[config.mk]
export PLATFORM = sky130hd
export DESIGN_NAME = seg7_scan_driver
export DESIGN_NICKNAME = d
export VERILOG_FILES = /design/src/rtl/seg7_scan_driver.sv
export SDC_FILE = /design/constraint.sdc
export NUM_CORES = 1
export LEC_CHECK = 0
export BUFFER_PORTS_ARGS = -buffer_cell sky130_fd_sc_hd__buf_4
export CORE_MARGIN = 3
export CORE_UTILIZATION = 40
export DETAILED_ROUTE_END_ITERATION = 8
export PLACE_DENSITY = 0.65
export SETUP_SLACK_MARGIN = 0.02
export SYNTH_ARGS = -nofsm -noshare
export SYNTH_HDL_FRONTEND = slang
export SYNTH_SLANG_ARGS = --single-unit
[constraint.sdc]
create_clock -name clk -period 4.9 [get_ports clk]
set_clock_uncertainty 0.1 [all_clocks]
set_input_delay 0.98 -clock clk [delete_from_list [all_inputs] [get_ports clk]]
set_output_delay 0.98 -clock clk [all_outputs]
set_load 0.01 [all_outputs]
[src/rtl/seg7_scan_driver.sv]
// Multiplexed N-digit 7-segment driver: shadow/display pair, hex glyphs, LZ blanking, scan.
// Latency: pins are registered and lag internal (cnt, idx, display) state by one cycle.
// Backpressure: none; load is a fire-and-forget strobe, the shadow always accepts it.
//
// Ports:
//   clk, rst_n   : clock, synchronous active-low reset
//   load         : strobe, captures data_in/dp_in into the shadow register
//   data_in      : 4*NUM_DIGITS nibbles, digit 0 is rightmost
//   dp_in        : decimal point request per digit
//   blank_lz     : suppress leading zeros
//   enable       : 0 = dark and scan frozen
//   seg_out      : {g,f,e,d,c,b,a}
//   dp_out       : decimal point segment
//   dig_sel      : one-hot digit enable
//   frame_tick   : one-cycle pulse at each frame wrap
module seg7_scan_driver #(
  parameter int NUM_DIGITS  = 4,
  parameter int SCAN_DIV    = 50000,
  parameter int BLANK_CYC   = 16,
  parameter int HEX_EN      = 1,
  parameter int SEG_ACT_LOW = 0,
  parameter int DIG_ACT_LOW = 0
) (
  input  logic                    clk,
  input  logic                    rst_n,
  input  logic                    load,
  input  logic [4*NUM_DIGITS-1:0] data_in,
  input  logic [NUM_DIGITS-1:0]   dp_in,
  input  logic                    blank_lz,
  input  logic                    enable,
  output logic [6:0]              seg_out,
  output logic                    dp_out,
  output logic [NUM_DIGITS-1:0]   dig_sel,
  output logic                    frame_tick
);

  localparam int CW = $clog2(SCAN_DIV);
  localparam int IW = (NUM_DIGITS > 1) ? $clog2(NUM_DIGITS) : 1;
  localparam logic [CW-1:0] CNT_LAST  = CW'(SCAN_DIV - 1);
  localparam logic [CW-1:0] CNT_BLANK = CW'(BLANK_CYC);
  localparam logic [IW-1:0] IDX_LAST  = IW'(NUM_DIGITS - 1);

  logic [CW-1:0]           cnt_q, cnt_d;
  logic [IW-1:0]           idx_q, idx_d;
  logic [4*NUM_DIGITS-1:0] shadow_dat_q, shadow_dat_d;
  logic [NUM_DIGITS-1:0]   shadow_dp_q, shadow_dp_d;
  logic [4*NUM_DIGITS-1:0] disp_dat_q, disp_dat_d;
  logic [NUM_DIGITS-1:0]   disp_dp_q, disp_dp_d;
  logic [6:0]              seg_q, seg_d;
  logic                    dp_q, dp_d;
  logic [NUM_DIGITS-1:0]   dig_q, dig_d;
  logic                    tick_q, tick_d;

  logic                    slot_end;
  logic                    frame_wrap;
  logic                    lit;
  logic [3:0]              cur_nib;
  logic                    cur_dp;
  logic [NUM_DIGITS-1:0]   lz_mask;
  logic                    upper_zero;

  function automatic logic [6:0] glyph(input logic [3:0] code);
    logic [6:0] g;
    case (code)
      4'h0: g = 7'b0111111;
      4'h1: g = 7'b0000110;
      4'h2: g = 7'b1011011;
      4'h3: g = 7'b1001111;
      4'h4: g = 7'b1100110;
      4'h5: g = 7'b1101101;
      4'h6: g = 7'b1111101;
      4'h7: g = 7'b0000111;
      4'h8: g = 7'b1111111;
      4'h9: g = 7'b1101111;
      4'hA: g = 7'b1110111;
      4'hB: g = 7'b1111100;
      4'hC: g = 7'b0111001;
      4'hD: g = 7'b1011110;
      4'hE: g = 7'b1111001;
      default: g = 7'b1110001;
    endcase
    if (HEX_EN == 0 && code > 4'd9) g = 7'b0000000;
    return g;
  endfunction

  // Leading-zero mask: digit k is blanked when it and every digit above it
  // are zero. Digit 0 is always shown so an all-zero value reads "0".
  always_comb begin
    lz_mask    = '0;
    upper_zero = 1'b1;
    for (int k = NUM_DIGITS - 1; k >= 0; k--) begin
      upper_zero = upper_zero && (disp_dat_q[4*k +: 4] == 4'h0);
      lz_mask[k] = upper_zero && (k != 0);
    end
  end

  always_comb begin
    cur_nib = 4'h0;
    cur_dp  = 1'b0;
    for (int k = 0; k < NUM_DIGITS; k++) begin
      if (idx_q == IW'(k)) begin
        cur_nib = disp_dat_q[4*k +: 4];
        cur_dp  = disp_dp_q[k];
      end
    end
  end

  always_comb begin
    slot_end   = (cnt_q == CNT_LAST);
    frame_wrap = enable && slot_end && (idx_q == IDX_LAST);
    lit        = enable && (cnt_q >= CNT_BLANK);

    cnt_d        = cnt_q;
    idx_d        = idx_q;
    disp_dat_d   = disp_dat_q;
    disp_dp_d    = disp_dp_q;
    shadow_dat_d = shadow_dat_q;
    shadow_dp_d  = shadow_dp_q;

    if (enable) begin
      if (slot_end) begin
        cnt_d = '0;
        idx_d = (idx_q == IDX_LAST) ? '0 : idx_q + 1'b1;
      end else begin
        cnt_d = cnt_q + 1'b1;
      end
    end

    // Display copies the shadow as it was before this edge, so a load on the
    // wrap edge itself lands one frame later and a frame never tears.
    if (frame_wrap) begin
      disp_dat_d = shadow_dat_q;
      disp_dp_d  = shadow_dp_q;
    end
    if (load) begin
      shadow_dat_d = data_in;
      shadow_dp_d  = dp_in;
    end

    dig_d  = '0;
    seg_d  = 7'b0000000;
    dp_d   = 1'b0;
    tick_d = frame_wrap;
    if (lit) begin
      for (int k = 0; k < NUM_DIGITS; k++) dig_d[k] = (idx_q == IW'(k));
      dp_d = cur_dp;
      if (!(blank_lz && lz_mask[idx_q])) seg_d = glyph(cur_nib);
    end
  end

  always_ff @(posedge clk) begin
    if (!rst_n) begin
      cnt_q        <= '0;
      idx_q        <= '0;
      shadow_dat_q <= '0;
      shadow_dp_q  <= '0;
      disp_dat_q   <= '0;
      disp_dp_q    <= '0;
      seg_q        <= '0;
      dp_q         <= 1'b0;
      dig_q        <= '0;
      tick_q       <= 1'b0;
    end else begin
      cnt_q        <= cnt_d;
      idx_q        <= idx_d;
      shadow_dat_q <= shadow_dat_d;
      shadow_dp_q  <= shadow_dp_d;
      disp_dat_q   <= disp_dat_d;
      disp_dp_q    <= disp_dp_d;
      seg_q        <= seg_d;
      dp_q         <= dp_d;
      dig_q        <= dig_d;
      tick_q       <= tick_d;
    end
  end

  // Polarity is applied after the flops so internal state stays active-high.
  assign seg_out    = (SEG_ACT_LOW != 0) ? ~seg_q : seg_q;
  assign dp_out     = (SEG_ACT_LOW != 0) ? ~dp_q  : dp_q;
  assign dig_sel    = (DIG_ACT_LOW != 0) ? ~dig_q : dig_q;
  assign frame_tick = tick_q;

endmodule

==> impl_metrics.py, run 1 <==
metrics = {
    "run_status": {
        "outcome": "finished, final reports clean",
    },
    "critical_path": {
        "worstReg2RegEnd": "seg_out[0]",
        "path_cells": "ha_1, a211oi_1, a221oi_1, inv_1, ha_1, or3_1, a31oi_1",
        "critPathRequiredTime_ps": 5070,
        "worstSetupEndpointType": "flop",
        "reg2reg_from": "idx_q[1]",
        "worstSetupStartpointType": "flop",
        "critical_path_class": "reg -> reg",
        "cpMostUsedCell": "ha_1",
        "worst-path-max-fanout": 18,
        "slowest_stage": "a221oi_1",
        "ff2ff_path_depth": 7,
        "critPathBufInv": 1,
        "cpPeakStageDelay_ps": 740,
        "rrSetupSlack_ps": 1870,
        "worstPathArrival_ps": 3210,
        "crit_family": "compound AO/OA/AOI/OAI gates",
    },
    "clocking": {
        "cts_tree": "yes",
        "post-cts-setup-buffers": 0,
        "cts_hold_buf": 0,
        "postCtsResizedCells": 0,
        "clockRootBuffer": "clkbuf_8",
        "cts.sinks": 71,
        "insertion_delay_ps": 340,
        "cts_buffers": 9,
        "cts_max_path_buffers": 2,
        "cts_max_level": 3,
        "clk_pin_slew_worst_paths_ps": 80,
    },
    "global_routing": {
        "antenna_found_initial": 0,
        "grt_usage": 0.145,
        "grt_pass1_wl_um": 10100,
        "grt_overflow": 0,
        "grt_pass1_vias": 2139,
        "grt_max_degree": 47,
    },
    "die": {
        "initial_core_util": 0.426,
        "die_h_um": 95.3,
        "coreArea_um2": 7490,
        "dieArea_um2": 9080,
        "fp-row-count": 31,
        "io_pins": 38,
        "fp.dieW_um": 95.3,
    },
    "pwr": {
        "pwr_density_cell_nw_per_um2": 312,
        "vdd_drop_max_mv": 0.169,
        "p_leak_nw": 1.46,
        "power_mw": 1.16,
    },
    "timing": {
        "timing.fmax_mhz": 330,
        "setup_viol": 0,
        "period_minus_slack_ps": 3030,
        "final_hold_viol_count": 0,
        "slew_viol_final": 0,
        "rsz0062_at_grt": "no",
        "finalSetupTns_ps": 0,
        "tightest_slew_ps": 824,
        "period_share": 0.619,
        "maxSlewHeadroom": 0.451,
    },
    "routing": {
        "drcViolationCount": 0,
        "avgRoutedWirePerCell_um": 12.3,
        "drt_first_pass_iters": 5,
        "num_vias": 2347,
        "ant_nets": 0,
        "routed_via_density": 4.87,
        "drt_wl_total_um": 5950,
        "drt_iter0_markers": 41,
    },
    "synthesis": {
        "async_flop_share": 0,
        "synth.area.top_cells": "dfxtp_1 45%, mux2i_1 7.2%, nand2_1 6.8%, ha_1 5.1%, a21boi_1 4.9%",
        "synth_nets": 387,
        "synthTopCellsByCount": "71 x dfxtp_1, 58 x nand2_1, 25 x nor2b_1",
        "ys.warnings.count": 0,
        "yosysMostFrequentCell": "dfxtp_1",
        "yosys.area.top_type": "dfxtp_1",
        "postSynthAreaPerCell_um2": 9.14,
        "yosys.area.top_type_share": 0.446,
        "syn_area_um2": 3190,
        "synth_edf_count": 0,
        "ys_seq_area_frac": 0.446,
        "ys_ff_latch": 71,
        "ys_types": 40,
        "synthFlopType": "dfxtp_1",
        "synth_cells": 349,
    },
    "layout": {
        "insertedDiodeCount": 0,
        "multiInputGateArea_um2": 1640,
        "seq_area_um2": 1420,
        "finalNetCount": 416,
        "nFillCells": 723,
        "area_growth_pct": 16.5,
        "final_area_um2": 3720,
        "drive_gt1_frac": 0.154,
        "final_cells": 482,
    },
    "placement": {
        "dpl.hpwl_um": 4130,
        "io_buffers": 37,
        "dpl.cell_count": 466,
        "place_congestion": 0.814,
        "dpl_cell_area_um2": 3500,
    },
    "min_path": {
        "hold_class": "reg -> reg",
        "hold_end": "disp_dp_q[2]",
        "whs_path_depth": 2,
        "worstHoldStart": "disp_dp_q[2]",
    },
    "run": {
        "drv_cap": 0,
    },
}
-- worst max-delay path by stage --
stage / start / to / slack (ps) / cells past startpoint
floorplan: idx_q[1] / seg_out[0] / 2270 / 9
global placement: idx_q[1] / seg_out[0] / 1900 / 7
detailed placement: idx_q[1] / seg_out[0] / 1870 / 7
CTS: idx_q[1] / seg_out[0] / 1850 / 7
global route: idx_q[1] / seg_out[0] / 1570 / 7
finish: idx_q[1] / seg_out[0] / 1870 / 7
-- cell type report --
type | count | area share
repair buffers | 37 | 0.0747
well taps | 99 | 0.0333
inverters | 9 | 0.00909
multi-input cells | 250 | 0.441
clock buffers | 9 | 0.0333
flip-flops and latches | 71 | 0.382
clock inverters | 7 | 0.0256
-- cells by family after synthesis --
family / count (synthesis) / share of synthesized area
mux: 24 / 0.0757
simple gates: 152 / 0.242
compound gates: 46 / 0.105
buf+inv: 28 / 0.0400
fa+ha+maj: 13 / 0.0510
flops: 71 / 0.446
xor+xnor: 15 / 0.0412
-- power breakdown --
group / leakage, nW / internal [mW] / switching (mW) / total [mW]
sequential: 0.576 / 0.588 / 0.00693 / 0.595
clock: 0.110 / 0.288 / 0.227 / 0.515
combinational: 0.775 / 0.0296 / 0.0208 / 0.0504
total: 1.46 / 0.906 / 0.255 / 1.16
-- sequential cells by signal (all words and copies together) (netlist names) --
| register | count |
|---|---|
| seg_out | 7 |
| dp_out | 1 |
| dig_sel | 4 |
| idx_q | 2 |
| disp_dp_q | 4 |
| shadow_dat_q | 16 |
| disp_dat_q | 16 |
| frame_tick | 1 |
| cnt_q | 16 |
| shadow_dp_q | 4 |
-- through the flow --
stage	hold slack, ps	worst slack [ps]	util
5_1_grt	383	1570	0.496
2_1_floorplan	331	2270	-
6_report	357	1870	0.496
3_5_place_dp	349	1870	0.467
4_1_cts	359	1850	0.496
3_3_place_gp	340	1900	0.467
-- worst reg2reg max path, stage by stage (launching register included) --
cell and delay, ps:
dfxtp_1 420, ha_1 530, a211oi_1 90, a221oi_1 740, inv_1 240, ha_1 320
or3_1 370, a31oi_1 160
-- routing by layer --
| layer | GRT usage | vias up | routed length (um) |
|---|---|---|---|
| met5 | 0 | - | 0 |
| met2 | 0.216 | 49 | 2650 |
| met4 | 0.0649 | 0 | 108 |
| met3 | 0.0450 | 9 | 248 |
| li1 | - | 1230 | - |
| met1 | 0.192 | 1059 | 2940 |
-- layout by cell type (no fill, tap or decap), types with 2 or more instances in the layout --
master and count:
a21boi_1 21, a211oi_1 6, nor3_1 7, a311o_1 2, clkbuf_8 9, nand2b_1 2
xor2_1 8, nor4_1 4, mux2i_1 23, nand4_1 5, or3_1 2, bufinv_16 2
and2_1 6, and3_1 2, nand3_1 4, xnor2_1 7, nand2_1 58, nand3b_1 5
a31oi_1 2, nor2b_1 25, inv_1 9, dfxtp_1 71, a21oi_1 6, ha_1 13
nor3b_1 4, clkinv_2 2, a221oi_1 2, nor2_1 23, inv_6 2, o21ai_0 3
buf_4 37
Note: power is estimated with default switching activity, not from simulation.
==> run 2: changes to the inputs <==
Settings changed: ABC_AREA set to 1.
Clock period 4.9 ns to 2.8 ns, I/O delays scaled along.
==> run 2 against run 1 <==
  * Via count is 25% higher
  * Hold slack worse by 25 ps
  * Sequential share of layout area is 1.4 points lower
  * Critical path depth is 2 higher
  * Final cell count is 30% higher
  * First-iteration DRC count grew to 3.3 times the previous value
  * Core utilization is 0.70 points lower
  * Synthesized area is 4.0% higher
  * Flip-flop and latch count stayed put
  * Critical endpoint unchanged
  * Largest cell class unchanged
==> impl_metrics.py, run 2 <==
metrics = {
    "run_status": {
        "outcome": "finished, final reports clean",
    },
    "synthesis": {
        "yosys.area.top_type": "dfxtp_1",
        "ys_seq_area_frac": 0.429,
        "ys_types": 27,
        "synthTopCellsByCount": "131 x nor2_1, 107 x nand2_1, 71 x dfxtp_1",
        "postSynthAreaPerCell_um2": 6.77,
        "async_flop_share": 0,
        "synthFlopType": "dfxtp_1",
        "synth.area.top_cells": "dfxtp_1 43%, nor2_1 15%, nand2_1 12%, inv_1 5.7%, ha_1 4.9%",
        "yosysMostFrequentCell": "nor2_1",
        "synth_nets": 528,
        "ys.warnings.count": 0,
        "synth_cells": 490,
        "synth_edf_count": 0,
        "yosys.area.top_type_share": 0.429,
        "ys_ff_latch": 71,
        "syn_area_um2": 3320,
    },
    "die": {
        "initial_core_util": 0.420,
        "io_pins": 38,
        "fp-row-count": 32,
        "coreArea_um2": 7890,
        "die_h_um": 97.0,
        "fp.dieW_um": 97.0,
        "dieArea_um2": 9420,
    },
    "global_routing": {
        "grt_overflow": 0,
        "antenna_found_initial": 0,
        "grt_pass1_wl_um": 12200,
        "grt_max_degree": 46,
        "grt_usage": 0.156,
        "grt_pass1_vias": 2761,
    },
    "timing": {
        "timing.fmax_mhz": 408,
        "finalSetupTns_ps": 0,
        "setup_slack_ps": 350,
        "tightest_slew_ps": 768,
        "maxSlewHeadroom": 0.484,
        "setup_viol": 0,
        "final_hold_viol_count": 0,
        "period_share": 0.875,
        "hold_ws_ps": 332,
        "slew_viol_final": 0,
        "period_minus_slack_ps": 2450,
        "rsz0062_at_grt": "no",
    },
    "routing": {
        "drcViolationCount": 0,
        "drt_iter0_markers": 136,
        "num_vias": 2928,
        "ant_nets": 0,
        "routed_via_density": 4.66,
        "drt_first_pass_iters": 4,
        "avgRoutedWirePerCell_um": 11.4,
        "drt_wl_total_um": 7170,
    },
    "layout": {
        "final_area_um2": 3860,
        "insertedDiodeCount": 0,
        "area_growth_pct": 16.4,
        "drive_gt1_frac": 0.118,
        "finalNetCount": 560,
        "final_common_cell": "nor2_1",
        "reg_top3": "cnt_q: 16 flops, disp_dat_q: 16 flops, shadow_dat_q: 16 flops",
        "mostFrequentLayoutCells": "131 x nor2_1, 107 x nand2_1, 71 x dfxtp_1, 50 x inv_1, 37 x buf_4",
        "final_cells": 629,
    },
    "min_path": {
        "hold_class": "in -> reg",
        "whs_path_depth": 3,
    },
    "placement": {
        "dpl_cell_area_um2": 3640,
        "dpl.hpwl_um": 5110,
        "io_buffers": 37,
        "place_congestion": 0.861,
        "place_ws_ps": 386,
        "dpl.cell_count": 613,
    },
    "pwr": {
        "switching_power_uw": 435,
        "vdd_drop_max_mv": 0.296,
        "p_seq_frac": 0.514,
        "p_sw_frac": 0.214,
        "p_leak_nw": 1.90,
        "power.internal_mw": 1.59,
        "clkPwrFrac": 0.445,
        "combPwrFrac": 0.041,
        "pwr_density_cell_nw_per_um2": 526,
    },
    "clocking": {
        "clockRootBuffer": "clkbuf_8",
        "insertion_delay_ps": 340,
        "cts_max_level": 3,
        "postCtsResizedCells": 0,
        "cts_hold_buf": 0,
        "post-cts-setup-buffers": 0,
        "cts_tree": "yes",
        "cts.sinks": 71,
        "cts_max_path_buffers": 2,
        "clk_pin_slew_worst_paths_ps": 80,
        "cts_buffers": 9,
    },
    "critical_path": {
        "ff2ff_path_depth": 9,
        "critical_path_class": "reg -> reg",
        "worst-path-max-fanout": 9,
        "cpPeakStageDelay_ps": 610,
        "critPathRequiredTime_ps": 2930,
        "slowest_stage": "a21boi_0",
        "path_cells": "inv_1, ha_1, a21oi_1, nand2_1, a21boi_0, ha_1, nand3_1, nand3_1, a21oi_1",
        "worstSetupStartpointType": "flop",
        "worstSetupEndpointType": "flop",
        "worstPathArrival_ps": 2580,
    },
    "run": {
        "drv_cap": 0,
    },
}
run 2: changes by cell type after synthesis, moves of 7 or more:
cell | before | now
nand2_1 | 58 | 107
mux2i_1 | 23 | 0
o21ai_0 | 3 | 27
xnor2_1 | 7 | 0
nand3_1 | 4 | 27
a21oi_1 | 6 | 23
nor2b_1 | 25 | 0
a21boi_1 | 21 | 0
inv_1 | 9 | 50
xor2_1 | 8 | 1
nor2_1 | 23 | 131
run 2: cell type report:
cell class,instances,area [um2]
fill,829,4030
multi-input combinational,353,1620
sequential,71,1420
timing repair buffer,37,278
inverter,50,188
clock buffer,11,141
tap,102,128
clock inverter,5,81.3
run 2: worst paths after layout:
check	start	to	slack [ps]
worst min register to register	shadow_dat_q[0]	disp_dat_q[0]	380
worst min-delay path	data_in[12]	shadow_dat_q[12]	330
worst max-delay path	idx_q[0]	seg_out[0]	350
worst max register to register	idx_q[0]	seg_out[0]	350
run 2: metal layers:
metal	vias to the layer above	part of all wire	global-route usage
met5	-	0	0
met4	0	0.010	0.0421
met3	7	0.048	0.0534
met2	54	0.45	0.244
met1	1289	0.49	0.207
li1	1578	-	-
run 2: cells by family after synthesis:
| logic type | after synthesis | synth area share |
|---|---|---|
| AO/OA/AOI/OAI | 54 | 0.0834 |
| flip-flops | 71 | 0.429 |
| adder cells (fa/ha/maj) | 13 | 0.0491 |
| XOR/XNOR | 1 | 0.00264 |
| AND/OR/NAND/NOR | 285 | 0.354 |
| buffers and inverters | 66 | 0.0819 |
run 2: power by group through the flow:
stage | registers [mW] | clock network, mW | logic (mW)
detailed placement | 1.07 | 0 | 0.0830
global placement | 1.07 | 0 | 0.0813
global route | 1.05 | 0.967 | 0.0957
floorplan | 1.06 | 0 | 0.0484
CTS | 1.04 | 0.927 | 0.0837
finish | 1.04 | 0.904 | 0.0822
run 2: critical path: cells and delay by family (launching register included):
family / cells / cell delay, ps
AO/OA/AOI/OAI: 3 / 820
adder cells (fa/ha/maj): 2 / 620
buffers and inverters: 1 / 110
flip-flops: 1 / 420
AND/OR/NAND/NOR: 3 / 280
run 2: per-stage QoR:
| stage | util | total power, mW |
|---|---|---|
| floorplan | - | 1.11 |
| global placement | 0.461 | 1.15 |
| detailed placement | 0.461 | 1.15 |
| CTS | 0.489 | 2.05 |
| global route | 0.489 | 2.11 |
| finish | 0.489 | 2.03 |
==> run 3: changes to the inputs <==
Settings changed: CELL_PAD_IN_SITES_DETAIL_PLACEMENT set to 0, CELL_PAD_IN_SITES_GLOBAL_PLACEMENT set to 1, CORE_UTILIZATION 40 to 41, MAX_ROUTING_LAYER set to met4, PLACE_DENSITY 0.65 to 0.85.
==> run 3 against run 2 <==
  * Power is 5.6% higher
  * Die area is 2.3% lower
  * Critical path depth stayed put
  * Routed wire length is 1.2% lower
  * Critical path type unchanged
  * Critical endpoint unchanged
  * Largest cell class unchanged
  * Highest routed layer unchanged
==> impl_metrics.py, run 3 (synthesized netlist as in run 2, its figures left out) <==
metrics = {
    "global_routing": {
        "use_met1": 0.217,
        "grt_max_degree": 46,
        "antenna_found_initial": 0,
        "grtUsageMet3": 0.0493,
        "top_usage_layer": "met2",
        "grt_util_met2": 0.277,
        "grt_overflow": 0,
        "grt_pass1_vias": 2833,
        "grt_pass1_wl_um": 12300,
        "grt_usage": 0.176,
    },
    "die": {
        "dieArea_um2": 9200,
        "initial_core_util": 0.425,
        "fp-row-count": 32,
        "coreArea_um2": 7810,
        "fp.dieW_um": 95.9,
        "die_h_um": 95.9,
        "io_pins": 38,
    },
    "routing": {
        "drt_wl_total_um": 7080,
        "ant_nets": 0,
        "routed_via_density": 4.67,
        "drt_first_pass_iters": 6,
        "drcViolationCount": 0,
        "avgRoutedWirePerCell_um": 11.3,
        "drt_iter0_markers": 145,
        "num_vias": 2937,
    },
    "critical_path": {
        "path_cells": "inv_1, ha_1, a21oi_1, nand2_1, a21boi_0, ha_1, nand3_1, nand3_1, a21oi_1",
        "worstPathArrival_ps": 2610,
        "cpPeakStageDelay_ps": 620,
        "worst-path-max-fanout": 9,
        "worstSetupEndpointType": "flop",
        "critPathRequiredTime_ps": 2930,
        "worstSetupStartpointType": "flop",
        "slowest_stage": "a21boi_0",
        "critical_path_class": "reg -> reg",
    },
    "timing": {
        "period_share": 0.886,
        "setup_slack_ps": 318,
        "setup_viol": 0,
        "final_hold_viol_count": 0,
        "rsz0062_at_grt": "no",
        "period_minus_slack_ps": 2480,
        "slew_viol_final": 0,
        "tightest_slew_ps": 785,
        "maxSlewHeadroom": 0.472,
        "timing.fmax_mhz": 403,
        "finalSetupTns_ps": 0,
    },
    "pwr": {
        "p_seq_frac": 0.487,
        "switching_power_uw": 434,
        "p_leak_nw": 1.92,
        "power.internal_mw": 1.71,
        "clkPwrFrac": 0.475,
        "combPwrFrac": 0.038,
        "vdd_drop_max_mv": 0.269,
        "pwr_density_cell_nw_per_um2": 551,
        "p_sw_frac": 0.202,
    },
    "layout": {
        "finalNetCount": 560,
        "insertedDiodeCount": 0,
        "mostFrequentLayoutCells": "131 x nor2_1, 107 x nand2_1, 71 x dfxtp_1, 50 x inv_1, 37 x buf_4",
        "reg_top3": "cnt_q: 16 flops, disp_dat_q: 16 flops, shadow_dat_q: 16 flops",
        "final_util": 0.499,
        "final_common_cell": "nor2_1",
        "nFillCells": 808,
        "drive_gt1_frac": 0.120,
        "area_growth_pct": 17.4,
    },
    "clocking": {
        "cts_hold_buf": 0,
        "cts_max_level": 3,
        "cts_max_path_buffers": 2,
        "insertion_delay_ps": 350,
        "postCtsResizedCells": 0,
        "cts_buffers": 9,
        "clockRootBuffer": "clkbuf_8",
        "post-cts-setup-buffers": 0,
        "cts_tree": "yes",
        "cts.sinks": 71,
        "clk_pin_slew_worst_paths_ps": 70,
    },
    "placement": {
        "place_congestion": 0.807,
        "place_ws_ps": 348,
        "io_buffers": 37,
        "dpl.hpwl_um": 5040,
    },
    "run": {
        "drv_cap": 0,
    },
    "run_status": {
        "outcome": "finished, final reports clean",
    },
    "min_path": {
        "hold_class": "in -> reg",
    },
}
-- run 3: layer usage --
layer,vias up,share of wire
li1,1586,-
met1,1285,0.50
met2,59,0.45
met3,7,0.044
met4,0,0.011
met5,-,0
-- run 3: area by class of cell --
cell class              instances  area [um2]  area share
clock buffers                  11         151      0.0389
clock inverters                 5         104      0.0267
inverters                      50         188      0.0482
multi-input cells             353        1620       0.417
flip-flops and latches         71        1420       0.365
well taps                     102         128      0.0328
repair buffers                 37         278      0.0714
-- run 3: power by group through the flow --
stage	sequential, mW	combinational (mW)	clock (mW)
2_1_floorplan	1.06	0.0484	0
3_3_place_gp	1.07	0.0816	0
3_5_place_dp	1.07	0.0824	0
4_1_cts	1.04	0.0830	1.04
5_1_grt	1.05	0.0958	1.08
6_report	1.04	0.0817	1.02
-- run 3: stage by stage --
stage / total power, mW / std cells / hold slack (ps) / cell area [um2]
final: 2.14 / 629 / 335 / 3890
after global routing: 2.22 / 629 / 312 / 3890
after CTS: 2.17 / 629 / 317 / 3890
after detailed placement: 1.15 / 613 / 368 / 3640
after global placement: 1.15 / 613 / 363 / 3640
after floorplan: 1.11 / 490 / 349 / 3320
-- run 3: path summary, 6_finish.rpt --
| path | cells after the start | slack [ps] | endpoint | start |
|---|---|---|---|---|
| max | 9 | 320 | seg_out[0] | idx_q[0] |
| min | 3 | 340 | shadow_dat_q[6] | data_in[6] |
| min reg2reg | 2 | 380 | disp_dat_q[1] | shadow_dat_q[1] |
| max reg2reg | 9 | 320 | seg_out[0] | idx_q[0] |
-- run 3: worst max-delay path, delay by kind of cell, from the launching register on --
| family | cells | cell delay, ps |
|---|---|---|
| buf+inv | 1 | 100 |
| fa+ha+maj | 2 | 620 |
| simple gates | 3 | 290 |
| flops | 1 | 410 |
| compound gates | 3 | 840 |
